[config.mk]
export PLATFORM = sky130hd
export DESIGN_NAME = fir_coeff_loader
export DESIGN_NICKNAME = d
export VERILOG_FILES = /design/src/rtl/fir_coeff_loader.sv
export SDC_FILE = /design/constraint.sdc
export NUM_CORES = 1
export LEC_CHECK = 0
export CAP_MARGIN = 0
export CORE_MARGIN = 5
export CORE_UTILIZATION = 35
export DETAILED_ROUTE_END_ITERATION = 6
export GPL_ROUTABILITY_DRIVEN = 0
export SLEW_MARGIN = 20
export SYNTH_ARGS = -nofsm -noshare
export SYNTH_HDL_FRONTEND = slang
export SYNTH_SLANG_ARGS = --single-unit
[constraint.sdc]
create_clock -name clk -period 4.2 [get_ports clk]
set_clock_uncertainty 0.1 [all_clocks]
set_input_delay 0.84 -clock clk [delete_from_list [all_inputs] [get_ports clk]]
set_output_delay 0.84 -clock clk [all_outputs]
set_load 0.02 [all_outputs]
[src/rtl/fir_coeff_loader.sv]
// fir_coeff_loader: run-time coefficient writer for FIR filters.
// Streams signed coefficient words into a shadow bank and swaps the shadow
// bank into the active bank only on a sample boundary (sample_en).
// Optional build macro: FIR_COEFF_SYMMETRIC_EN loads (TAPS+1)/2 words and
// mirrors word k into taps k and TAPS-1-k.
//
// Handshake: a word transfers on any rising edge where cfg_valid && cfg_ready
// are both high; cfg_ready depends only on state (high in LOAD), never on
// cfg_valid, and the sender must hold cfg_data stable while cfg_valid is high.
module fir_coeff_loader #(
    parameter int COEFF_WIDTH = 16,
    parameter int TAPS        = 25
) (
    input  logic                          clk,
    input  logic                          rst,
    input  logic                          load_start,
    input  logic                          cfg_valid,
    input  logic [COEFF_WIDTH-1:0]        cfg_data,
    output logic                          cfg_ready,
    input  logic                          sample_en,
    output logic [TAPS*COEFF_WIDTH-1:0]   coeff_bus,
    output logic                          active_bank,
    output logic                          busy,
    output logic                          load_done,
    output logic                          err_unexp,
    output logic [1:0]                    fsm_state
);

    localparam int IDX_W = $clog2(TAPS);
`ifdef FIR_COEFF_SYMMETRIC_EN
    localparam int NWORDS = (TAPS + 1) / 2;
`else
    localparam int NWORDS = TAPS;
`endif
    localparam logic [IDX_W-1:0] LAST_IDX = IDX_W'(NWORDS - 1);

    typedef enum logic [1:0] {
        S_IDLE = 2'd0,
        S_LOAD = 2'd1,
        S_PEND = 2'd2
    } state_t;

    state_t                        state;
    state_t                        state_next;
    logic [IDX_W-1:0]              idx;
    logic signed [COEFF_WIDTH-1:0] bank [2][TAPS];
    logic                          wr_en;
    logic                          idx_clr;
    logic                          err_set;
    logic                          err_clr;
    logic                          swap;

`ifdef FIR_COEFF_SYMMETRIC_EN
    logic [IDX_W-1:0]              mirror_idx;
    assign mirror_idx = IDX_W'(TAPS - 1) - idx;
`endif

    assign busy      = (state != S_IDLE);
    assign fsm_state = state;

    // Next-state and per-cycle control decode.
    always_comb begin
        state_next = state;
        cfg_ready  = 1'b0;
        wr_en      = 1'b0;
        idx_clr    = 1'b0;
        err_set    = 1'b0;
        err_clr    = 1'b0;
        swap       = 1'b0;
        case (state)
            S_IDLE: begin
                if (load_start) begin
                    state_next = S_LOAD;
                    idx_clr    = 1'b1;
                    err_clr    = 1'b1;
                end
                // A word offered while idle is dropped and flagged.
                if (cfg_valid) err_set = 1'b1;
            end
            S_LOAD: begin
                cfg_ready = 1'b1;
                if (load_start) begin
                    // Restart wins over a coincident word: nothing is written.
                    idx_clr = 1'b1;
                end else if (cfg_valid) begin
                    wr_en = 1'b1;
                    if (idx == LAST_IDX) state_next = S_PEND;
                end
            end
            S_PEND: begin
                if (cfg_valid) err_set = 1'b1;
                if (sample_en) begin
                    swap       = 1'b1;
                    state_next = S_IDLE;
                end
            end
            default: state_next = S_IDLE;
        endcase
    end

    // Control registers: state, word index, bank select, done pulse, error flag.
    always_ff @(posedge clk) begin
        if (rst) begin
            state       <= S_IDLE;
            idx         <= '0;
            active_bank <= 1'b0;
            load_done   <= 1'b0;
            err_unexp   <= 1'b0;
        end else begin
            state     <= state_next;
            load_done <= swap;
            if (swap)         active_bank <= ~active_bank;
            if (idx_clr)      idx <= '0;
            else if (wr_en)   idx <= idx + IDX_W'(1);
            if (err_set)      err_unexp <= 1'b1;
            else if (err_clr) err_unexp <= 1'b0;
        end
    end

    // Coefficient storage: writes only ever touch the inactive (shadow) bank.
    always_ff @(posedge clk) begin
        if (rst) begin
            for (int b = 0; b < 2; b++) begin
                for (int k = 0; k < TAPS; k++) begin
                    bank[b][k] <= '0;
                end
            end
        end else if (wr_en) begin
            bank[~active_bank][idx] <= cfg_data;
`ifdef FIR_COEFF_SYMMETRIC_EN
            bank[~active_bank][mirror_idx] <= cfg_data;
`endif
        end
    end

    // Active coefficients presented to the filter.
    always_comb begin
        coeff_bus = '0;
        for (int k = 0; k < TAPS; k++) begin
            coeff_bus[k*COEFF_WIDTH +: COEFF_WIDTH] = bank[active_bank][k];
        end
    end

endmodule
* Yosys cells after proc, flatten, opt, wreduce, memory -nomap -nowiden *
Memory sizes are Yosys's and may differ from the RTL's. A register that Yosys moved wholly into a read port is not among the register bits.
Index checks and enable logic that the tools add are counted.

storage, ports and cells
  register bits after elaboration = 10
  bits in writable memories = 800
  output and inout port bits = 407
  memories kept = 1

cells by class
  $add $sub $neg = 1
  magnitude comparators = 2
  eq/ne operators = 8
  multiplexer cells = 30
  bitwise logic cells = 2
  reduce and logical (&&, ||, !) cells = 9

memory list
  name  depth  width  rd ports  clocked after Yosys merged registers in  wr ports  line  text
  bank  2      400    1         1                                        2         46    logic signed [COEFF_WIDTH-1:0] bank [2][TAPS];

operators with widths
  cell                 count
  $mux 400             3
  $reduce_or 400->1    1
  $demux 16 s5         1
  $mux 1               19
  $mux 16              1
  $mux 2               5
  $ne 2x2->1 const B   5
  $ge 6x6->1 const B   1
  $lt 6x1->1 const B   1
  $not 5->6            1
  $pmux 2 s3           1
  $reduce_or 2->1      3
  $add 5x1->5 const B  1
  $eq 5x5->1 const B   1
  $reduce_and 5->1     1
  $reduce_bool 2->1    2
  $eq 2x1->1 const B   1
  $eq 2x2->1 const B   1
  $logic_not 2->1      1
  $logic_and 1x1->1    1
  $not 1->1            1

* Longest topological paths before layout *
  word-level depth = 8
  mapped depth = 8

* Least setup slack after synthesis *
OpenSTA, ideal clock, no wires.

  path type = in2reg
  from = in load_start
  to = mem bank[0][0] (netlist name), enable pin
  library setup time = 411 ps
  data arrival time = 2935 ps
  data required time = 3689 ps
  slack = 754 ps
  stages = 6
  path buffers = 2
  path through = and4bb_1 -> buf_2 -> and2_1 -> buf_2 -> nand4_2 -> o21ai_0

RTL lines
  element      line  text
  from (decl)  16    input logic load_start,
  to (decl)    46

==> out/qor.csv <==
stage,metric,value,unit
cells_and_area,fin nets,2483,
critical_path,Worst Path Arrival,2870,ps
global_routing,antenna violations before repair,9,
critical_path,worst-path maximum fanout,58,
critical_path,startpoint types,flip-flop,
yosys,Yosys warning count,0,
timing,Least-Margin Pin Slew,1060,ps
global_routing,first-pass GRT wire length,148,mm
timing,Final Hold Vio Count,0,
yosys,synthesized area per cell,16.5,sq um
yosys,largest family of logic cells by synthesized area,multiplexers,
yosys,sequential share of the synthesized area,75.6,%
clock_tree,clock sink total,811,
critical_path,"Cell Chain, Critical Path","buf_4, mux2_2, clkdlybuf4s50_1",
cells_and_area,area of the multi-input gates,7210,sq um
status,outcome,finished clean,
cells_and_area,fraction of layout cells with a size suffix above 1,27.8,%
power_and_ir_drop,Leakage,13.9,nW
critical_path,slowest CP cell,buf_4,
clock_tree,Clock Path Buffers,3,
clock_tree,Post-CTS Setup Bufs,0,
cells_and_area,most frequent cells in the layout,"edfxtp_1 (800), clkdlybuf4s50_1 (427), nor2_1 (415), mux2_2 (400), buf_4 (114)",
job,Max-Cap Viols,0,
timing,Final Max Slew Viols,0,
clock_tree,CTS Hold Bufs,0,
worst_hold_path,worst min path class,flip-flop to flip-flop,
detailed_routing,DR DRC count,0,
yosys,"EDFF count, synth",800,
yosys,post-synthesis adder-cell area fraction,0.156,%
detailed_routing,ANT nets after route,0,
clock_tree,worst-skew pair later-pin latency,630,ps
timing,hold_ws,406,ps
cells_and_area,FF/Latch Area,24200,sq um
timing,post-route minimum period,3810,ps
yosys,mux contribution to synthesized area,14.1,%
yosys,complex-gate fraction of the synthesized area,1.09,%
clock_tree,post-CTS sizing,0,
detailed_routing,DRT Pass-1 Iters,5,
floorplan,Die Wd,313,um
critical_path,CP max stage delay,690,ps
floorplan,Die Y,313,um
power_and_ir_drop,PwrDens,431,nW/um^2
clock_tree,H-tree depth,3,
timing,Setup TNS Final,0,ps
global_routing,largest net degree at the start of global routing,75,
clock_tree,clock root cell,clkbuf_16,
timing,Max Clk Rate,262,MHz
yosys,Syn Inst Count,1946,
yosys,Simple-Gate Fraction of Synth Area,6.86,%
power_and_ir_drop,VDD IR-drop max,0.323,mV
yosys,Post-synth ARST share,0,%
timing,RSZ-0062 raised after global routing,false,
placed_design,hpwl dp,69.2,mm
detailed_routing,Vias/cell,5.17,
critical_path,Worst Path Required,3260,ps
yosys,Synth cell types,41,
cells_and_area,Filler cells,7925,
timing,Final period util,90.8,%
cells_and_area,"commonest non-fill, non-tap cell in the layout",edfxtp_1,
yosys,xor-xnor portion of the synthesized cell area,0.137,%
global_routing,gr usage total,21.4,%
placed_design,I/O Buffers,427,
clock_tree,clock buffer count from CTS,84,
floorplan,I/O Pins,428,
floorplan,row cnt,111,
clock_tree,CTS tree,yes,
detailed_routing,drt wl/cell,29.1,um
clock_tree,"CTS clk-pin slew, worst paths",60,ps
global_routing,GRT overflow,0,
timing,Max transition margin,29.0,%
yosys,Syn Nets,1971,
yosys,synthesized area,32100,sq um
critical_path,Setup crit end kind,output port,
detailed_routing,Vias,19200,
global_routing,vias in the first global route,19300,
yosys,"FF+latch count, synth",811,
worst_hold_path,hold depth,2,
detailed_routing,Routed WL,108,mm
floorplan,total die area,97800,sq um
cells_and_area,Area Overhead vs Synth,28.0,%
detailed_routing,DRT iter0 DRCs,2118,
timing,Finish-stage setup viols,0,
critical_path,Reg2Reg Depth,7,
critical_path,CP Class,flip-flop to output port,
yosys,Post-synth top flop,edfxtp_1,
floorplan,core area,91200,sq um
floorplan,Initial Utilization,35.1,%
[critical path, delay by kind of cell (launching register included)]
kind	cells	cell delay, ps
buffers and inverters	2	1240
multiplexers	1	450
flip-flops	1	470
[cells by family after synthesis]
group / count (synthesis)
multiplexers: 402
buffers and inverters: 135
adder cells (fa/ha/maj): 4
AND/OR/NAND/NOR: 525
XOR/XNOR: 5
flip-flops: 811
AO/OA/AOI/OAI: 64
[cells in the mapped netlist, drive strengths merged, types with 2 or more instances]
| library cell | instances | area share [%] |
|---|---|---|
| xnor2 | 3 | 0.082 |
| nor2 | 415 | 4.9 |
| a21oi | 9 | 0.14 |
| and3 | 16 | 0.31 |
| clkbuf | 60 | 0.70 |
| nor2b | 2 | 0.039 |
| and2 | 21 | 0.41 |
| inv | 6 | 0.070 |
| nor3 | 4 | 0.062 |
| nand3b | 2 | 0.047 |
| edfxtp | 800 | 75 |
| buf | 69 | 1.3 |
| nand2 | 48 | 0.64 |
| o21ai | 46 | 0.72 |
| ha | 4 | 0.16 |
| xor2 | 2 | 0.055 |
| mux2 | 400 | 14 |
| mux2i | 2 | 0.062 |
| a31o | 2 | 0.055 |
| nor4b | 2 | 0.094 |
| nand2b | 2 | 0.039 |
| dfxtp | 11 | 0.69 |
| nand4 | 3 | 0.078 |
| nand3 | 4 | 0.078 |
[area by class of cell]
cell class                 instances  area share [%]
inverter                           6          0.0549
multi-input combinational       1000            17.6
timing repair buffer             555            13.2
clock inverter                    55            1.18
sequential                       811            59.1
antenna                            2          0.0122
tap                             1186            3.62
clock buffer                      97            5.29
[final timing paths]
path                                 from             end  slack [ps]
worst max-delay path            flip-flop  coeff_bus[278]         390
worst min-delay path            err_unexp       err_unexp         410
worst max register to register     idx[1]    bank[1][149]        1140
worst min register to register  err_unexp       err_unexp         410
[metal layers]
metal / vias up / part of all wire [%] / routed length, um / track usage (%)
met3: 142 / 8.4 / 9070 / 3.93
met5: - / 0.056 / 61 / 0
met2: 966 / 49 / 52600 / 35.4
li1: 8180 / - / - / -
met1: 9903 / 40 / 43200 / 29.0
met4: 8 / 2.8 / 3040 / 6.13
[sequential cells by signal (all words and copies together), names as in the netlist, named ones only]
register and flops:
load_done 1, idx 5, err_unexp 1, fsm_state 2, bank 800, active_bank 1
[stage by stage]
step / instance area, sq um / setup WS, ps / power, mW / util [%] / std cells
global placement: 38400 / 353 / 10.6 / 42.1 / 3558
floorplan: 32100 / 754 / 9.96 / - / 1946
finish: 41000 / 386 / 17.7 / 45.0 / 3712
CTS: 41000 / 361 / 17.8 / 45.0 / 3710
global route: 41000 / 324 / 18.2 / 45.0 / 3712
detailed placement: 38400 / 341 / 10.6 / 42.1 / 3558
[where the power goes]
part | total, mW | internal, mW | switching [mW]
Sequential | 9.29 | 9.20 | 0.0889
Combinational | 1.14 | 0.469 | 0.675
Clock | 7.26 | 4.15 | 3.11
Total | 17.7 | 13.8 | 3.87
Power figures use the tool's default switching activity.
